--- src/rtl/alu_shr_pkg.sv ---
// alu_shr_pkg
// Shared constants for the sequential 3-bit shift-right unit: default
// operand/count widths and the controller state encodings.
// No ports (package).

package alu_shr_pkg;

    localparam int ALU_SHR_WIDTH = 3;
    localparam int ALU_SHR_CNT_W = 2;

    // The unused encoding 2'd3 is treated as IDLE by the controller so a
    // corrupted state register recovers on the next clock.
    localparam logic [1:0] ST_IDLE  = 2'd0;
    localparam logic [1:0] ST_SHIFT = 2'd1;
    localparam logic [1:0] ST_DONE  = 2'd2;

endpackage : alu_shr_pkg

--- src/rtl/alu_shr_seq_if.sv ---
// alu_shr_seq_if
// Start/busy/done handshake bundle between the CPU control unit (master)
// and the shift-right unit (slave).
//   start : request a shift (master -> slave)
//   A     : operand (master -> slave)
//   B     : shift amount, only the low CNT_W bits matter (master -> slave)
//   R     : result, valid while done=1 and held afterwards (slave -> master)
//   busy  : shift in progress (slave -> master)
//   done  : one-cycle completion pulse (slave -> master)

interface alu_shr_seq_if
    import alu_shr_pkg::*;
#(
    parameter int WIDTH = ALU_SHR_WIDTH,
    parameter int CNT_W = ALU_SHR_CNT_W
);

    logic             start;
    logic [WIDTH-1:0] A;
    logic [WIDTH-1:0] B;
    logic [WIDTH-1:0] R;
    logic             busy;
    logic             done;

    modport master (
        output start, A, B,
        input  R, busy, done
    );

    modport slave (
        input  start, A, B,
        output R, busy, done
    );

endinterface : alu_shr_seq_if

--- src/rtl/alu_shr_seq_step.sv ---
// alu_shr_step
// Combinational single-position right shift used by the SHIFT datapath.
//   d    : value to shift
//   fill : bit shifted in at the MSB
//   q    : {fill, d[WIDTH-1:1]}; the LSB of d is discarded

module alu_shr_step
    import alu_shr_pkg::*;
#(
    parameter int WIDTH = ALU_SHR_WIDTH
) (
    input  logic [WIDTH-1:0] d,
    input  logic             fill,
    output logic [WIDTH-1:0] q
);

    assign q = {fill, d[WIDTH-1:1]};

endmodule : alu_shr_step

--- src/rtl/alu_shr_seq.sv ---
// alu_shr_seq
// Sequential shift-right unit for the 3-bit CPU ALU. Shifts A right by
// B[1:0] positions, one position per clock, behind a start/busy/done
// handshake. The result register R only changes on the edge entering DONE.
//   clk : clock, rising edge
//   rst : asynchronous active-high reset
//   bus : alu_shr_seq_if.slave (start, A, B in; R, busy, done out)
// Build option: define ALU_SHR_ARITH_EN for an arithmetic shift (sign bit
// replicated); leave it undefined for a logical shift (zeros shifted in).

module alu_shr_seq
    import alu_shr_pkg::*;
#(
    parameter int WIDTH = ALU_SHR_WIDTH,
    parameter int CNT_W = ALU_SHR_CNT_W
) (
    input  logic        clk,
    input  logic        rst,
    alu_shr_seq_if.slave bus
);

    logic [1:0]       r_state;
    logic [WIDTH-1:0] r_sreg;
    logic [CNT_W-1:0] r_cnt;
    logic             r_fill;
    logic [WIDTH-1:0] r_r;

    logic [1:0]       w_state;
    logic             w_fill_in;
    logic [WIDTH-1:0] w_step;
    logic             w_last;

    // Fold the unused encoding back to IDLE.
    assign w_state = (r_state == ST_SHIFT || r_state == ST_DONE) ? r_state : ST_IDLE;

`ifdef ALU_SHR_ARITH_EN
    assign w_fill_in = bus.A[WIDTH-1];
`else
    assign w_fill_in = 1'b0;
`endif

    assign w_last = (r_cnt == CNT_W'(1));

    alu_shr_step #(
        .WIDTH (WIDTH)
    ) u_step (
        .d    (r_sreg),
        .fill (r_fill),
        .q    (w_step)
    );

    // NOTE: state registers use non-blocking assignments so every flop
    // samples the pre-edge values of the others, regardless of statement order.
    always_ff @(posedge clk or posedge rst) begin
        if (rst) begin
            r_state <= ST_IDLE;
            r_sreg  <= '0;
            r_cnt   <= '0;
            r_fill  <= 1'b0;
            r_r     <= '0;
        end else begin
            case (w_state)
                ST_SHIFT: begin
                    // start is deliberately not looked at here: requests
                    // during a shift are dropped, not queued.
                    r_sreg <= w_step;
                    r_cnt  <= r_cnt - CNT_W'(1);
                    if (w_last) begin
                        r_r     <= w_step;
                        r_state <= ST_DONE;
                    end
                end
                default: begin
                    // IDLE and DONE both accept a new request, which gives
                    // back-to-back operation from the DONE cycle.
                    if (bus.start) begin
                        r_sreg <= bus.A;
                        r_cnt  <= bus.B[CNT_W-1:0];
                        r_fill <= w_fill_in;
                        if (bus.B[CNT_W-1:0] != '0) begin
                            r_state <= ST_SHIFT;
                        end else begin
                            r_r     <= bus.A;
                            r_state <= ST_DONE;
                        end
                    end else begin
                        r_state <= ST_IDLE;
                    end
                end
            endcase
        end
    end

    // Pure decodes of the state register; no input reaches an output
    // without passing through a flop.
    assign bus.R    = r_r;
    assign bus.busy = (r_state == ST_SHIFT);
    assign bus.done = (r_state == ST_DONE);

endmodule : alu_shr_seq
--- src/flat_wrapper.sv ---
// flat-port wrapper written by rule: the top's interface ports become plain ports
module alu_shr_seq_flat import alu_shr_pkg::*;
#(
    parameter int WIDTH = ALU_SHR_WIDTH,
    parameter int CNT_W = ALU_SHR_CNT_W
)
  (clk, rst, bus_start, bus_A, bus_B, bus_R, bus_busy, bus_done);
  alu_shr_seq_if #(.WIDTH(WIDTH), .CNT_W(CNT_W)) bus_i ();
  input  logic clk;
  input  logic rst;
  input wire logic [$bits(bus_i.start)-1:0] bus_start;
  input wire logic [$bits(bus_i.A)-1:0] bus_A;
  input wire logic [$bits(bus_i.B)-1:0] bus_B;
  output wire logic [$bits(bus_i.R)-1:0] bus_R;
  output wire logic [$bits(bus_i.busy)-1:0] bus_busy;
  output wire logic [$bits(bus_i.done)-1:0] bus_done;
  assign bus_i.start = bus_start;
  assign bus_i.A = bus_A;
  assign bus_i.B = bus_B;
  assign bus_R = bus_i.R;
  assign bus_busy = bus_i.busy;
  assign bus_done = bus_i.done;
  alu_shr_seq #(.WIDTH(WIDTH), .CNT_W(CNT_W)) u_core (.clk(clk), .rst(rst), .bus(bus_i));
endmodule
--- config.mk ---
export PLATFORM = sky130hd
export DESIGN_NAME = alu_shr_seq_flat
export DESIGN_NICKNAME = d
export VERILOG_FILES = /design/src/rtl/alu_shr_pkg.sv /design/src/rtl/alu_shr_seq_if.sv /design/src/rtl/alu_shr_seq_step.sv /design/src/rtl/alu_shr_seq.sv /design/src/flat_wrapper.sv
export SDC_FILE = /design/constraint.sdc
export NUM_CORES = 1
export LEC_CHECK = 0
export ABC_AREA = 1
export CAP_MARGIN = 10
export CORE_AREA = 2 2 39 41
export CTS_BUF_LIST = sky130_fd_sc_hd__clkbuf_16
export DETAILED_ROUTE_END_ITERATION = 7
export DIE_AREA = 0 0 41 43
export PLACE_DENSITY = 0.66
export SLEW_MARGIN = 20
export SYNTH_ARGS = -nofsm -noshare
export SYNTH_HDL_FRONTEND = slang
export SYNTH_SLANG_ARGS = --single-unit
--- constraint.sdc ---
create_clock -name clk -period 1.35 [get_ports clk]
set_input_delay 0.27 -clock clk [delete_from_list [all_inputs] [get_ports clk]]
set_output_delay 0.27 -clock clk [all_outputs]
set_load 0.02 [all_outputs]
==> results.toml <==
[global_route]
grt_pass1_vias = 401
grt_first_pass_wirelength_um = 1570
grt_max_degree = 11
antenna_found_initial = 0
gr-total-overflow = 0
grtUsageTotal_pct = 14.1

[yosys]
yosysSeqAreaShare_pct = 48.9
synthCells = 60
synth.most_common_cell = "nand2_1"
synth-seq-cells = 9
ys_top_cells_by_count = "nand2_1, dfrtp_1, inv_1"
synth_top_family_by_area = "simple AND/OR/NAND/NOR gates"
synth-simple-area-share_pct = 34.8
synth-main-ff-cell = "dfrtp_1"
synth_compound_area_share_pct = 3.80
synth_area_leaders = "dfrtp_1, nand2_1, nand3_1, inv_1, nand2_2"
postSynth.asyncResetShare_pct = 100
yosys.area_share.adder_pct = 2.72
syn_avg_cell_area_um2 = 7.67
synth_xor_area_share_pct = 0
synth_edf_count = 0
synth.area.mux_share_pct = 0
synth_top_area_cell = "dfrtp_1"
synth_cell_type_count = 12
yosys.area.top_type_share_pct = 48.9
synth_fp_nets = 70
yosysWarningCount = 0
syn_area_um2 = 460

[critical_path]
crit_path_top_delay_cell = "dfrtp_1"
crit_top_cell = "inv_1"
path_delay_family = "flip-flops"
worstRegToRegCells = 7
slowest_delay_ps = 350
rrSetupSlack_ps = 260
crit_arrival_ps = 960
path_buf_inv = 3
crit_required_ps = 1080
reg2reg_from = "u_core.r_state[0]$_DFFE_PP0P_"
critPathLaunchType = "register"
reg2reg_to = "u_core.bus.R[2]$_DFFE_PP0P_"
critPathCaptureType = "output port"
cp_cell_sequence = "inv_1 -> nand2_2 -> inv_1 -> buf_2"
cp_max_fo = 3
crit_type = "register to output port"

[sta]
skew_ps = 0.577
slew_headroom_pct = 77.8
rsz0062_at_grt = "false"
tightest_slew_ps = 333
fin_ws_ps = 120
hold_viol_final = 0
setup_violations = 0
fin_crit_sh_pct = 91.1
fmax_mhz = 813
fin_crit_ps = 1230
slew_viol_final = 0

[floorplan]
design.die.area_um2 = 1760
ios = 14
coreArea_um2 = 1380
die_x_um = 41
start_util_pct = 33.3
rows = 14
die_y_um = 43

[layout]
drive_gt1_share_pct = 16.5
final_area_um2 = 684
final_cells = 95
syn_to_final_growth_pct = 48.6
utilization_pct = 49.5
final_nets = 90
diodes = 0

[drt]
routedWlPerCell_um = 10.1
viasPerCell = 4.43
drc = 0
wirelength_um = 955
vias = 421
wl_met2_um = 464
drt_pass1_iterations = 4
drt-met1-wl_um = 419
first_iter_violations = 5
routed-wl-met3_um = 55
topRoutingLayerUsed = "met4"
ant_nets = 0

[clocking]
clock_tree.root_cell = "clkbuf_16"
hold_buffers = 0
clk_pin_slew_worst_paths_ps = 40
clock_latency_ps = 230
cts.sinks = 9
h-tree-depth = 1
cts_buffers = 3
cts_tree = "built"
clock_path_buffers = 2

[job]
cap_violations = 0

[status]
outcome = "completed"

[placed_design]
postPlaceCellArea_um2 = 619
dp.cells = 91
numPortBuffers = 12
gp_congestion = 0.790
post-place-ws_ps = -75.0
dpl.hpwl_um = 707

[power]
power_mw = 1.73
power.density_nw_per_um2 = 2520
vdd_drop_max_v = 0.00138
leakagePower_nw = 0.382

[min_path]
hp-class = "input port to asynchronous set/reset pin"
-- worst max-delay path by stage --
stage                                   from                     endpoint  slack (ps)  depth (start not counted)
2_1_floorplan  u_core.r_state[1]$_DFFE_PP0P_  u_core.bus.R[0]$_DFFE_PP0P_         290                          7
3_3_place_gp   u_core.r_state[1]$_DFFE_PP0P_                     bus_busy         -60                          4
3_5_place_dp   u_core.r_state[1]$_DFFE_PP0P_                     bus_busy         -80                          4
4_1_cts        u_core.r_state[1]$_DFFE_PP0P_                     bus_busy          10                          4
5_1_grt        u_core.r_state[1]$_DFFE_PP0P_                     bus_busy          60                          4
6_report       u_core.r_state[1]$_DFFE_PP0P_                     bus_busy         120                          4
-- worst register-to-register path: stages, from the launching register on --
cell,delay [ps]
dfrtp_1,400
nand2_2,80
inv_1,50
buf_4,130
nand2_1,110
nand2_2,100
nand2_1,60
nand2_1,50
-- metrics by stage --
stage	setup TNS [ps]	hold slack, ps
after floorplan	0	97.9
after CTS	0	309
after global placement	-65.7	457
after detailed placement	-83.5	460
after global routing	0	339
final	0	294
-- what timing repair did --
item | in CTS | in global routing
hold endpoints to repair | 0 | 0
setup buffers | 0 | 0
setup endpoints to repair | 5 | 2
resized for setup | 7 | 3
-- routing by layer --
| metal | vias up | GRT usage [%] |
|---|---|---|
| met5 | - | 0 |
| met4 | 0 | 11.3 |
| met3 | 2 | 6.28 |
| met2 | 11 | 19.1 |
| met1 | 185 | 16.2 |
| li1 | 223 | - |
-- registers in the layout, indices dropped and copies added, names as in the netlist --
signal,count
u_core.r_sreg,2
u_core.r_cnt,2
u_core.r_state,2
u_core.bus.R,3
-- report_power, final --
part	internal, mW	switching [mW]
Sequential	0.398	0.0674
Combinational	0.300	0.442
Clock	0.387	0.130
Total	1.09	0.640
-- kinds of logic after synthesis --
kind of cell / Yosys count
flip-flops: 9
AND/OR/NAND/NOR: 37
AO/OA/AOI/OAI: 3
adder cells (fa/ha/maj): 1
buffers and inverters: 10
-- layout make-up --
cell class | instances | area, um2
clock buffers | 3 | 75.1
clock inverters | 1 | 3.75
fillers | 147 | 699
inverters | 9 | 33.8
multi-input cells | 41 | 190
flip-flops and latches | 9 | 225
well taps | 16 | 20.0
repair buffers | 16 | 136
-- cells in the final DEF (no fill, tap or decap) --
cell type        Yosys  routed
nand2_1             21      21
buf_4                0       4
o21ai_0              1       1
clkdlybuf4s50_1      0       7
ha_1                 1       1
buf_2                0       1
clkbuf_16            0       3
o211ai_1             1       1
o21ai_1              1       1
dfrtp_1              9       9
clkbuf_2             0       1
dlygate4sd2_1        0       3
or2_0                1       1
nor2_1               4       4
nand2_2              4       4
nand3_1              7       7
inv_1                9      10
No activity file was read; power rests on OpenSTA's default activity.
